==> src/rtl/datapath_param.sv <==
// Parametrised processor datapath: register file, PC, LR, IR, ALU result and flag registers,
// with a full-length scan chain threaded through every state bit.
module datapath_param #(
    parameter int unsigned      WIDTH    = 16,
    parameter int unsigned      NREGS    = 8,
    parameter int unsigned      RADDR    = $clog2(NREGS),
    parameter logic [WIDTH-1:0] PC_RESET = '0,
    parameter bit               R0_ZERO  = 1'b0
) (
    input  logic             Clock,
    input  logic             Reset,
    input  logic             Test,
    input  logic             SDI,
    output logic             SDO,
    input  logic [WIDTH-1:0] DataIn,
    output logic [WIDTH-1:0] DataOut,
    output logic [WIDTH-1:0] Addr,
    input  logic             MemEn,
    output logic [WIDTH-1:0] Ir,
    input  logic             IrWe,
    input  logic [RADDR-1:0] Rs1,
    input  logic [RADDR-1:0] Rs2,
    input  logic [RADDR-1:0] Rw,
    input  logic             RegWe,
    input  logic [1:0]       WdSel,
    input  logic             ImmSel,
    input  logic             Op1Sel,
    input  logic [1:0]       Op2Sel,
    input  logic [2:0]       AluOp,
    input  logic             AluWe,
    input  logic             FlagsWe,
    input  logic             PcWe,
    input  logic [1:0]       PcSel,
    input  logic             LrWe,
    output logic [3:0]       Flags
);

    localparam int unsigned ChainLen = (NREGS + 4) * WIDTH + 4;

    logic [WIDTH-1:0] rf_q [NREGS];
    logic [WIDTH-1:0] pc_q, lr_q, ir_q, alu_q;
    logic [3:0]       flags_q;

    logic [WIDTH-1:0] rd1, rd2, pc_plus1, imm, op1, op2, wd, pc_d;
    logic [WIDTH-1:0] b_eff, alu_res;
    logic [WIDTH:0]   sum;
    logic             cin, arith, ovf;
    logic [3:0]       flags_d;
    logic [ChainLen-1:0] chain, chain_next;

    always_comb begin
        rd1 = rf_q[Rs1];
        rd2 = rf_q[Rs2];
        if (R0_ZERO && Rs1 == '0) rd1 = '0;
        if (R0_ZERO && Rs2 == '0) rd2 = '0;
    end

    assign pc_plus1 = pc_q + {{(WIDTH-1){1'b0}}, 1'b1};
    assign imm      = ImmSel ? WIDTH'($signed(ir_q[4:0])) : WIDTH'($signed(ir_q[7:0]));
    assign op1      = Op1Sel ? pc_q : rd1;

    always_comb begin
        case (Op2Sel)
            2'b00:   op2 = rd2;
            2'b01:   op2 = imm;
            2'b10:   op2 = {{(WIDTH-1){1'b0}}, 1'b1};
            default: op2 = lr_q;
        endcase
        case (WdSel)
            2'b00:   wd = alu_q;
            2'b01:   wd = DataIn;
            2'b10:   wd = pc_plus1;
            default: wd = lr_q;
        endcase
        case (PcSel)
            2'b00:   pc_d = pc_plus1;
            2'b01:   pc_d = alu_q;
            2'b10:   pc_d = lr_q;
            default: pc_d = rd1;
        endcase
    end

    // Subtraction is A + ~B + carry-in, so C=1 after SUB/SBC means "no borrow".
    always_comb begin
        b_eff = op2;
        cin   = 1'b0;
        arith = 1'b1;
        case (AluOp)
            3'b001: cin = flags_q[1];
            3'b010: begin
                b_eff = ~op2;
                cin   = 1'b1;
            end
            3'b011: begin
                b_eff = ~op2;
                cin   = flags_q[1];
            end
            3'b000:  ;
            default: arith = 1'b0;
        endcase
        sum = {1'b0, op1} + {1'b0, b_eff} + {{WIDTH{1'b0}}, cin};
        case (AluOp)
            3'b100:  alu_res = op1 & op2;
            3'b101:  alu_res = op1 | op2;
            3'b110:  alu_res = op1 ^ op2;
            3'b111:  alu_res = op2;
            default: alu_res = sum[WIDTH-1:0];
        endcase
        ovf     = (op1[WIDTH-1] == b_eff[WIDTH-1]) && (sum[WIDTH-1] != op1[WIDTH-1]);
        flags_d = {alu_res[WIDTH-1], alu_res == '0, arith ? sum[WIDTH] : flags_q[1], arith & ovf};
    end

    // Chain bit 0 is R0[0] (nearest SDI); the top bit is Flags[3] (drives SDO).
    always_comb begin
        chain = '0;
        for (int i = 0; i < NREGS; i++) chain[i*WIDTH +: WIDTH] = rf_q[i];
        chain[NREGS*WIDTH +: WIDTH]     = pc_q;
        chain[(NREGS+1)*WIDTH +: WIDTH] = lr_q;
        chain[(NREGS+2)*WIDTH +: WIDTH] = ir_q;
        chain[(NREGS+3)*WIDTH +: WIDTH] = alu_q;
        chain[ChainLen-1 -: 4]          = flags_q;
        chain_next = {chain[ChainLen-2:0], SDI};
    end

    always_ff @(posedge Clock) begin
        if (Reset) begin
            for (int i = 0; i < NREGS; i++) rf_q[i] <= '0;
            pc_q    <= PC_RESET;
            lr_q    <= '0;
            ir_q    <= '0;
            alu_q   <= '0;
            flags_q <= '0;
        end else if (Test) begin
            for (int i = 0; i < NREGS; i++) rf_q[i] <= chain_next[i*WIDTH +: WIDTH];
            pc_q    <= chain_next[NREGS*WIDTH +: WIDTH];
            lr_q    <= chain_next[(NREGS+1)*WIDTH +: WIDTH];
            ir_q    <= chain_next[(NREGS+2)*WIDTH +: WIDTH];
            alu_q   <= chain_next[(NREGS+3)*WIDTH +: WIDTH];
            flags_q <= chain_next[ChainLen-1 -: 4];
        end else begin
            if (RegWe && !(R0_ZERO && Rw == '0)) rf_q[Rw] <= wd;
            if (PcWe)    pc_q    <= pc_d;
            if (LrWe)    lr_q    <= pc_plus1;
            if (IrWe)    ir_q    <= DataIn;
            if (AluWe)   alu_q   <= alu_res;
            if (FlagsWe) flags_q <= flags_d;
        end
    end

    assign SDO     = chain[ChainLen-1];
    assign DataOut = rd2;
    assign Addr    = MemEn ? pc_q : alu_q;
    assign Ir      = ir_q;
    assign Flags   = flags_q;

endmodule

==> config.mk <==
export PLATFORM = sky130hd
export DESIGN_NAME = datapath_param
export DESIGN_NICKNAME = d
export VERILOG_FILES = /design/src/rtl/datapath_param.sv
export SDC_FILE = /design/constraint.sdc
export NUM_CORES = 1
export LEC_CHECK = 0
export BUFFER_PORTS_ARGS = -buffer_cell sky130_fd_sc_hd__buf_2
export CAP_MARGIN = 20
export CORE_MARGIN = 1.5
export CORE_UTILIZATION = 44
export CTS_BUF_LIST = sky130_fd_sc_hd__clkbuf_8
export DETAILED_ROUTE_END_ITERATION = 8
export HOLD_SLACK_MARGIN = 0.15
export PLACE_DENSITY = 0.72
export SYNTH_ARGS = -nofsm -noshare
export SYNTH_HDL_FRONTEND = slang
export SYNTH_SLANG_ARGS = --single-unit
==> constraint.sdc <==
create_clock -name Clock -period 4.4 [get_ports Clock]
set_input_delay 0.22 -clock Clock [delete_from_list [all_inputs] [get_ports Clock]]
set_output_delay 0.22 -clock Clock [all_outputs]
set_load 0.01 [all_outputs]
==> results.json, run 1 <==
{
  "status": "finished, final reports clean",
  "cts_max_level": 4,
  "timing_worst_slew_pin_value_ns": 0.975,
  "detail_route.wirelength.met1_um": 18600,
  "yosys_register_bits": 196,
  "post-route-drc-count": 0,
  "post_synth_num_cell_types": 76,
  "timing.max_cap.violations": 0,
  "synthesis.area_per_instance_um2": 10.2,
  "num-nets-final": 1593,
  "global_route.usage.total": 0.279,
  "critical-path-slowest-cell": "sky130_fd_sc_hd__mux4_2",
  "cts_buffers": 17,
  "topRoutingLayerUsed": "met5",
  "maxClockFrequency_mhz": 239,
  "yosysWarnings": 0,
  "floorplan.rows": 66,
  "timing.critical_path.fanout_max": 5,
  "detailedRoute.firstIterationViolations": 1488,
  "worstSetupPathType": "reg -> reg",
  "post-dp-hpwl_um": 34800,
  "slew_headroom": 0.348,
  "cts_sink_count": 196,
  "grt_start_max_net_pins": 80,
  "post_synth_instance_area_um2": 14400,
  "cp.arrival_ns": 4.60,
  "post-route-min-period_ns": 4.18,
  "grt_pass1_vias": 11657,
  "cts-root-buf": "sky130_fd_sc_hd__clkbuf_8",
  "syn2layout_area_growth_pct": 11.6,
  "worst_clock_skew_ns": 0.0146,
  "required_ns": 4.82,
  "powerDensity_nw_per_um2": 292,
  "drt-wirelength-per-cell_um": 24.0,
  "ir_worst_vdd_mv": 0.213,
  "power.static_leakage_nw": 6.47,
  "ioPinCount": 100,
  "clk_transition_reported_paths_ns": 0.11,
  "core_um2": 32400,
  "grt_setup_unrepaired": "no",
  "die_width_um": 184,
  "mostFrequentLayoutCell": "sky130_fd_sc_hd__nor2_1",
  "synth_ff_type": "sky130_fd_sc_hd__edfxtp_1",
  "grt_first_pass_wirelength_um": 71000,
  "critical_path_end_type": "flop",
  "route.detailed.vias_per_inst": 6.40,
  "worst_path_largest_cell_delay_ns": 0.49,
  "route.vias.total": 12498,
  "totalNegativeSetupSlack_ns": 0,
  "syn-instance-count": 1411,
  "port-buffer-count": 99,
  "die_y_um": 184,
  "async_reset_ff_frac": 0,
  "timing.hold.worst.class": "in -> reg",
  "clock_tree_from_tritoncts": "done",
  "gr-total-overflow": 0,
  "commonest_non_fill_non_tap_cells_in_the_layout": "sky130_fd_sc_hd__nor2_1, sky130_fd_sc_hd__nand2_1, sky130_fd_sc_hd__edfxtp_1, sky130_fd_sc_hd__a22o_1, sky130_fd_sc_hd__buf_2",
  "crit_chain": "mux4_2 > nor2_2 > a221oi_2 > o31a_4 > xor2_1 > fa_2 > fa_1 > nand2b_1 > a21oi_1 > nor2_1 > o211ai_1 > a211oi_1 > nor3_1 > buf_4 > mux2i_1 > o21ai_1",
  "setup_viol": 0,
  "floorplan.die_area_um2": 33800,
  "initial_utilization": 0.445,
  "timing.final.max_slew_violations": 0,
  "worstSetupStartpointType": "flop",
  "gpl.final_weighted_congestion": 0.989,
  "route.antenna.remaining_nets": 0,
  "total_power_mw": 4.69,
  "synth.yosys.seq_area_share": 0.362,
  "first_pass_iters": 6,
  "routed_wire_length_on_met2_um": 21800,
  "fraction_of_post_synthesis_cell_area_in_the_top_cell_type_by_area": 0.267,
  "drive_gt1_frac": 0.243,
  "worst_skew_pair.late_latency_ns": 0.49,
  "synth-edff-count": 128,
  "synth.net_count": 1508,
  "finalWirelength_um": 46900,
  "netlist_top_cells_area": "sky130_fd_sc_hd__edfxtp_1, sky130_fd_sc_hd__mux4_2, sky130_fd_sc_hd__dfxtp_1, sky130_fd_sc_hd__mux2i_1, sky130_fd_sc_hd__a22o_1",
  "synth_area_leader_cell": "sky130_fd_sc_hd__edfxtp_1",
  "detailroute.wirelength.met3_um": 5080,
  "clockBufferDepth": 2,
  "post-route-period-util": 0.950,
  "antenna_found_initial": 2,
  "report.final.hold_viol_count": 0
}
==> flip-flops by register name (all words and copies together) (netlist names) <==
register / count
pc_q: 16
rf_q: 128
alu_q: 16
Ir: 16
Flags: 4
lr_q: 16
==> cell usage after synthesis (27+ instances only) <==
library cell / instances
sky130_fd_sc_hd__a22o_1: 101
sky130_fd_sc_hd__a21oi_1: 80
sky130_fd_sc_hd__o21ai_0: 65
sky130_fd_sc_hd__xnor2_1: 27
sky130_fd_sc_hd__clkbuf_1: 78
sky130_fd_sc_hd__dfxtp_1: 68
sky130_fd_sc_hd__mux4_2: 80
sky130_fd_sc_hd__mux2i_1: 90
sky130_fd_sc_hd__edfxtp_1: 128
sky130_fd_sc_hd__nor2_1: 146
sky130_fd_sc_hd__inv_1: 52
sky130_fd_sc_hd__nand2_1: 128
sky130_fd_sc_hd__mux2_2: 45
sky130_fd_sc_hd__ha_1: 48
==> cell type report <==
| type | count | area (um2) |
|---|---|---|
| diodes | 1 | 2.50 |
| clock buffers | 17 | 234 |
| clock inverters | 15 | 158 |
| fillers | 2963 | 16300 |
| inverters | 59 | 221 |
| multi-input cells | 1026 | 8400 |
| flip-flops and latches | 196 | 5200 |
| well taps | 442 | 553 |
| repair buffers | 196 | 1290 |
==> power by group <==
part           total [mW]  internal (mW)  switching, mW
clock                1.25          0.477          0.769
combinational        1.23          0.533          0.699
sequential           2.21           2.08          0.129
total                4.69           3.09           1.60
==> worst max-delay path: cells and delay by family, from the launching register on <==
| family | cells | cell delay, ns |
|---|---|---|
| mux | 2 | 0.55 |
| buf+inv | 1 | 0.19 |
| flops | 1 | 0.43 |
| fa+ha+maj | 2 | 0.86 |
| compound gates | 6 | 1.14 |
| xor+xnor | 1 | 0.17 |
| simple gates | 4 | 0.78 |
==> logic make-up after synthesis <==
family,synth area share
DFF,0.362
and+or+nand+nor,0.104
buffers and inverters,0.0586
AOI/OAI and AO/OA,0.181
xor gates and xnor gates,0.0237
adders and majority gates,0.0445
muxes,0.228
==> worst paths after layout <==
| check | depth (start not counted) | slack (ns) | endpoint | from |
|---|---|---|---|---|
| setup / recovery | 16 | 0.22 | alu_q[14] | rf_q[7][0] |
| hold / removal | 3 | 0.18 | Ir[6] | DataIn[6] |
| setup reg to reg | 16 | 0.22 | alu_q[14] | rf_q[7][0] |
| hold reg to reg | 2 | 0.52 | pc_q[15] | pc_q[14] |
==> per-stage QoR <==
step | area [um2] | worst slack (ns) | utilization | std cells | hold slack, ns
CTS | 16000 | 0.00429 | 0.495 | 1949 | 0.164
floorplan | 14400 | 0.364 | - | 1411 | 0.354
global route | 16100 | 0.0310 | 0.496 | 1951 | 0.185
detailed placement | 15500 | -0.00868 | 0.478 | 1902 | 0.510
global placement | 15500 | 0.0364 | 0.478 | 1902 | 0.492
finish | 16100 | 0.222 | 0.496 | 1952 | 0.177
==> what timing repair did <==
action,4_1_cts,5_1_grt
endpoints found under the setup margin,0,5
resized for setup,0,6
endpoints found under the hold margin,16,0
hold buffers,15,0
setup buffers,0,2
==> layer usage <==
metal | up-vias | global-route usage
met5 | - | 0
met3 | 96 | 0.0541
met4 | 2 | 0.0974
li1 | 5457 | -
met2 | 809 | 0.442
met1 | 6134 | 0.380
No activity file was read; power rests on OpenSTA's default activity.
==> run 2: changes to the inputs <==
--- a/config.mk
+++ b/config.mk
@@ -12,7 +12,7 @@
 export CTS_BUF_LIST = sky130_fd_sc_hd__clkbuf_8
 export DETAILED_ROUTE_END_ITERATION = 8
 export HOLD_SLACK_MARGIN = 0.15
-export PLACE_DENSITY = 0.72
+export PLACE_DENSITY = 0.75
 export SYNTH_ARGS = -nofsm -noshare
 export SYNTH_HDL_FRONTEND = slang
 export SYNTH_SLANG_ARGS = --single-unit
==> constraint.sdc (replaced) <==
create_clock -name Clock -period 3.45 [get_ports Clock]
set_input_delay 0.1725 -clock Clock [delete_from_list [all_inputs] [get_ports Clock]]
set_output_delay 0.1725 -clock Clock [all_outputs]
set_load 0.01 [all_outputs]
==> run 2 against run 1 <==
Against the previous run:
- the flow now finishes with violations (design-rule violations, negative setup slack)
- sequential power rose by 26%
- clock skew rose by 0.0040 ns
- power rose by 40%
- sequential share of layout area fell by 3.8 points
- largest cell class unchanged
- largest power group unchanged
==> results.json, run 2 (synthesis results as in run 1) <==
{
  "finalWirelength_um": 53500,
  "worstSetupPathType": "reg -> reg",
  "drive_gt1_frac": 0.360,
  "die_width_um": 184,
  "cts_buffers": 17,
  "placed_cells": 2115,
  "required_ns": 3.86,
  "timing.critical_path.fanout_max": 3,
  "ir_worst_vdd_mv": 0.296,
  "slew_headroom": 0.425,
  "clock_tree_from_tritoncts": "done",
  "final_util": 0.562,
  "ioPinCount": 100,
  "route.antenna.remaining_nets": 0,
  "first_pass_iters": 9,
  "clockBufferDepth": 2,
  "maxClockFrequency_mhz": 243,
  "timing.max_cap.violations": 0,
  "timing_worst_slew_pin_value_ns": 0.863,
  "setup_ws_ns": -0.667,
  "pre_cts_slack_ns": -0.730,
  "clk_transition_reported_paths_ns": 0.12,
  "total_power_mw": 6.55,
  "finish.cell_count_without_fillers": 2181,
  "core_um2": 32400,
  "diodes": 0,
  "cts-root-buf": "sky130_fd_sc_hd__clkbuf_8",
  "post-route-drc-count": 1,
  "r2r_start": "rf_q[1][1]",
  "post_dp_cell_area_um2": 17200,
  "global_route.usage.total": 0.318,
  "route.vias.total": 13680,
  "violations": "design-rule violations, negative setup slack",
  "report.final.hold_viol_count": 0,
  "swShare": 0.342,
  "seq_power_share": 0.426,
  "gr-total-overflow": 0,
  "cp.arrival_ns": 4.52,
  "floorplan.die_area_um2": 33800,
  "register_ranked_first_by_flip_flop_count": "rf_q",
  "route.detailed.vias_per_inst": 6.27,
  "grt_start_max_net_pins": 96,
  "grt_pass1_vias": 13587,
  "gpl.final_weighted_congestion": 1.04,
  "mostFrequentLayoutCell": "sky130_fd_sc_hd__buf_4",
  "post-route-period-util": 1.19,
  "worstSetupStartpointType": "flop",
  "port-buffer-count": 99,
  "total_switching_power_mw": 2.24,
  "worst_hold_path.num_cells": 4,
  "floorplan.rows": 66,
  "timing.hold.worst.class": "in -> reg",
  "setup_viol": 18,
  "syn2layout_area_growth_pct": 26.3,
  "status": "complete, but fails checks",
  "commonest_non_fill_non_tap_cells_in_the_layout": "sky130_fd_sc_hd__buf_4, sky130_fd_sc_hd__nor2_1, sky130_fd_sc_hd__nand2_1, sky130_fd_sc_hd__edfxtp_1, sky130_fd_sc_hd__a22o_1",
  "critical_path_endpoint": "alu_q[15]",
  "initial_utilization": 0.445,
  "timing.reg2reg.setup_slack_ns": -0.67,
  "critical_path_end_type": "flop",
  "post-route-cell-area_um2": 18200,
  "cts_max_level": 4,
  "num-nets-final": 1823,
  "internal_power_mw": 4.31,
  "worst_skew_pair.late_latency_ns": 0.52,
  "powerDensity_nw_per_um2": 360,
  "grt_setup_unrepaired": "yes",
  "drt-wirelength-per-cell_um": 24.5,
  "comb_power_share": 0.314,
  "power.static_leakage_nw": 7.74,
  "cp-startpoint": "rf_q[1][1]",
  "post-route-min-period_ns": 4.12,
  "nFillCells": 2777,
  "antenna_found_initial": 1,
  "clkPwrFrac": 0.261,
  "worst_clock_skew_ns": 0.0186,
  "r2r_end": "alu_q[15]",
  "detailedRoute.firstIterationViolations": 1831,
  "timing.final.max_slew_violations": 0,
  "grt_first_pass_wirelength_um": 80500,
  "die_y_um": 184,
  "post-dp-hpwl_um": 38900,
  "largest_reg_flops": 128,
  "cts_sink_count": 196,
  "ff2ff_path_depth": 18
}
## run 2: through the flow
stage	hold slack (ns)	TNS (ns)
2_1_floorplan	0.319	-1.57
3_3_place_gp	0.485	-8.16
3_5_place_dp	0.488	-8.44
4_1_cts	0.204	-6.20
5_1_grt	0.213	-10.89
6_report	0.217	-7.86
## run 2: final cells by class
cell class                 instances  area [um2]  share of cell area
multi-input combinational       1026        8660               0.476
sequential                       196        5200               0.286
timing repair buffer             426        3110               0.171
tap                              442         553              0.0304
clock buffer                      17         234              0.0129
inverter                          59         221              0.0122
clock inverter                    15         205              0.0113
## run 2: power groups by stage
stage               logic, mW  clock network (mW)  registers (mW)
finish                   2.05                1.71            2.79
global route             2.17                1.77            2.80
CTS                      1.98                1.69            2.78
detailed placement       1.88                   0            2.83
global placement         1.84                   0            2.82
floorplan                1.06                   0            2.78
## run 2: critical path, stage by stage, from the launching register on
cell,delay (ns)
sky130_fd_sc_hd__edfxtp_1,0.46
sky130_fd_sc_hd__mux4_2,0.53
sky130_fd_sc_hd__nor2_4,0.15
sky130_fd_sc_hd__a221oi_4,0.05
sky130_fd_sc_hd__mux2i_1,0.18
sky130_fd_sc_hd__o21ai_1,0.10
sky130_fd_sc_hd__xnor2_1,0.23
sky130_fd_sc_hd__ha_1,0.26
sky130_fd_sc_hd__nor2b_1,0.14
sky130_fd_sc_hd__o311a_1,0.39
sky130_fd_sc_hd__buf_6,0.14
sky130_fd_sc_hd__buf_6,0.11
sky130_fd_sc_hd__o21bai_4,0.17
sky130_fd_sc_hd__a31oi_4,0.10
sky130_fd_sc_hd__nand2b_4,0.17
sky130_fd_sc_hd__a31oi_4,0.18
sky130_fd_sc_hd__xor2_2,0.22
sky130_fd_sc_hd__o221ai_2,0.17
sky130_fd_sc_hd__a31o_1,0.25
## run 2: worst min path at each step
stage	start	end
3_3_place_gp	Ir[9]	Ir[10]
5_1_grt	Reset	alu_q[13]
4_1_cts	Reset	alu_q[13]
6_report	Reset	alu_q[13]
2_1_floorplan	FlagsWe	Flags[3]
3_5_place_dp	pc_q[14]	pc_q[15]
## run 2: metal layers
| metal | vias to the layer above | track usage | part of all wire |
|---|---|---|---|
| li1 | 5921 | - | - |
| met1 | 6578 | 0.406 | 0.38 |
| met2 | 978 | 0.514 | 0.46 |
| met3 | 201 | 0.0810 | 0.12 |
| met4 | 2 | 0.131 | 0.044 |
| met5 | - | 0 | 0.00024 |
## run 2: what timing repair did
action,CTS,global route
setup buffers,10,6
hold endpoints to repair,26,0
endpoints found under the setup margin,17,19
hold buffers,20,0
resized for setup,41,13
pin swaps,31,24
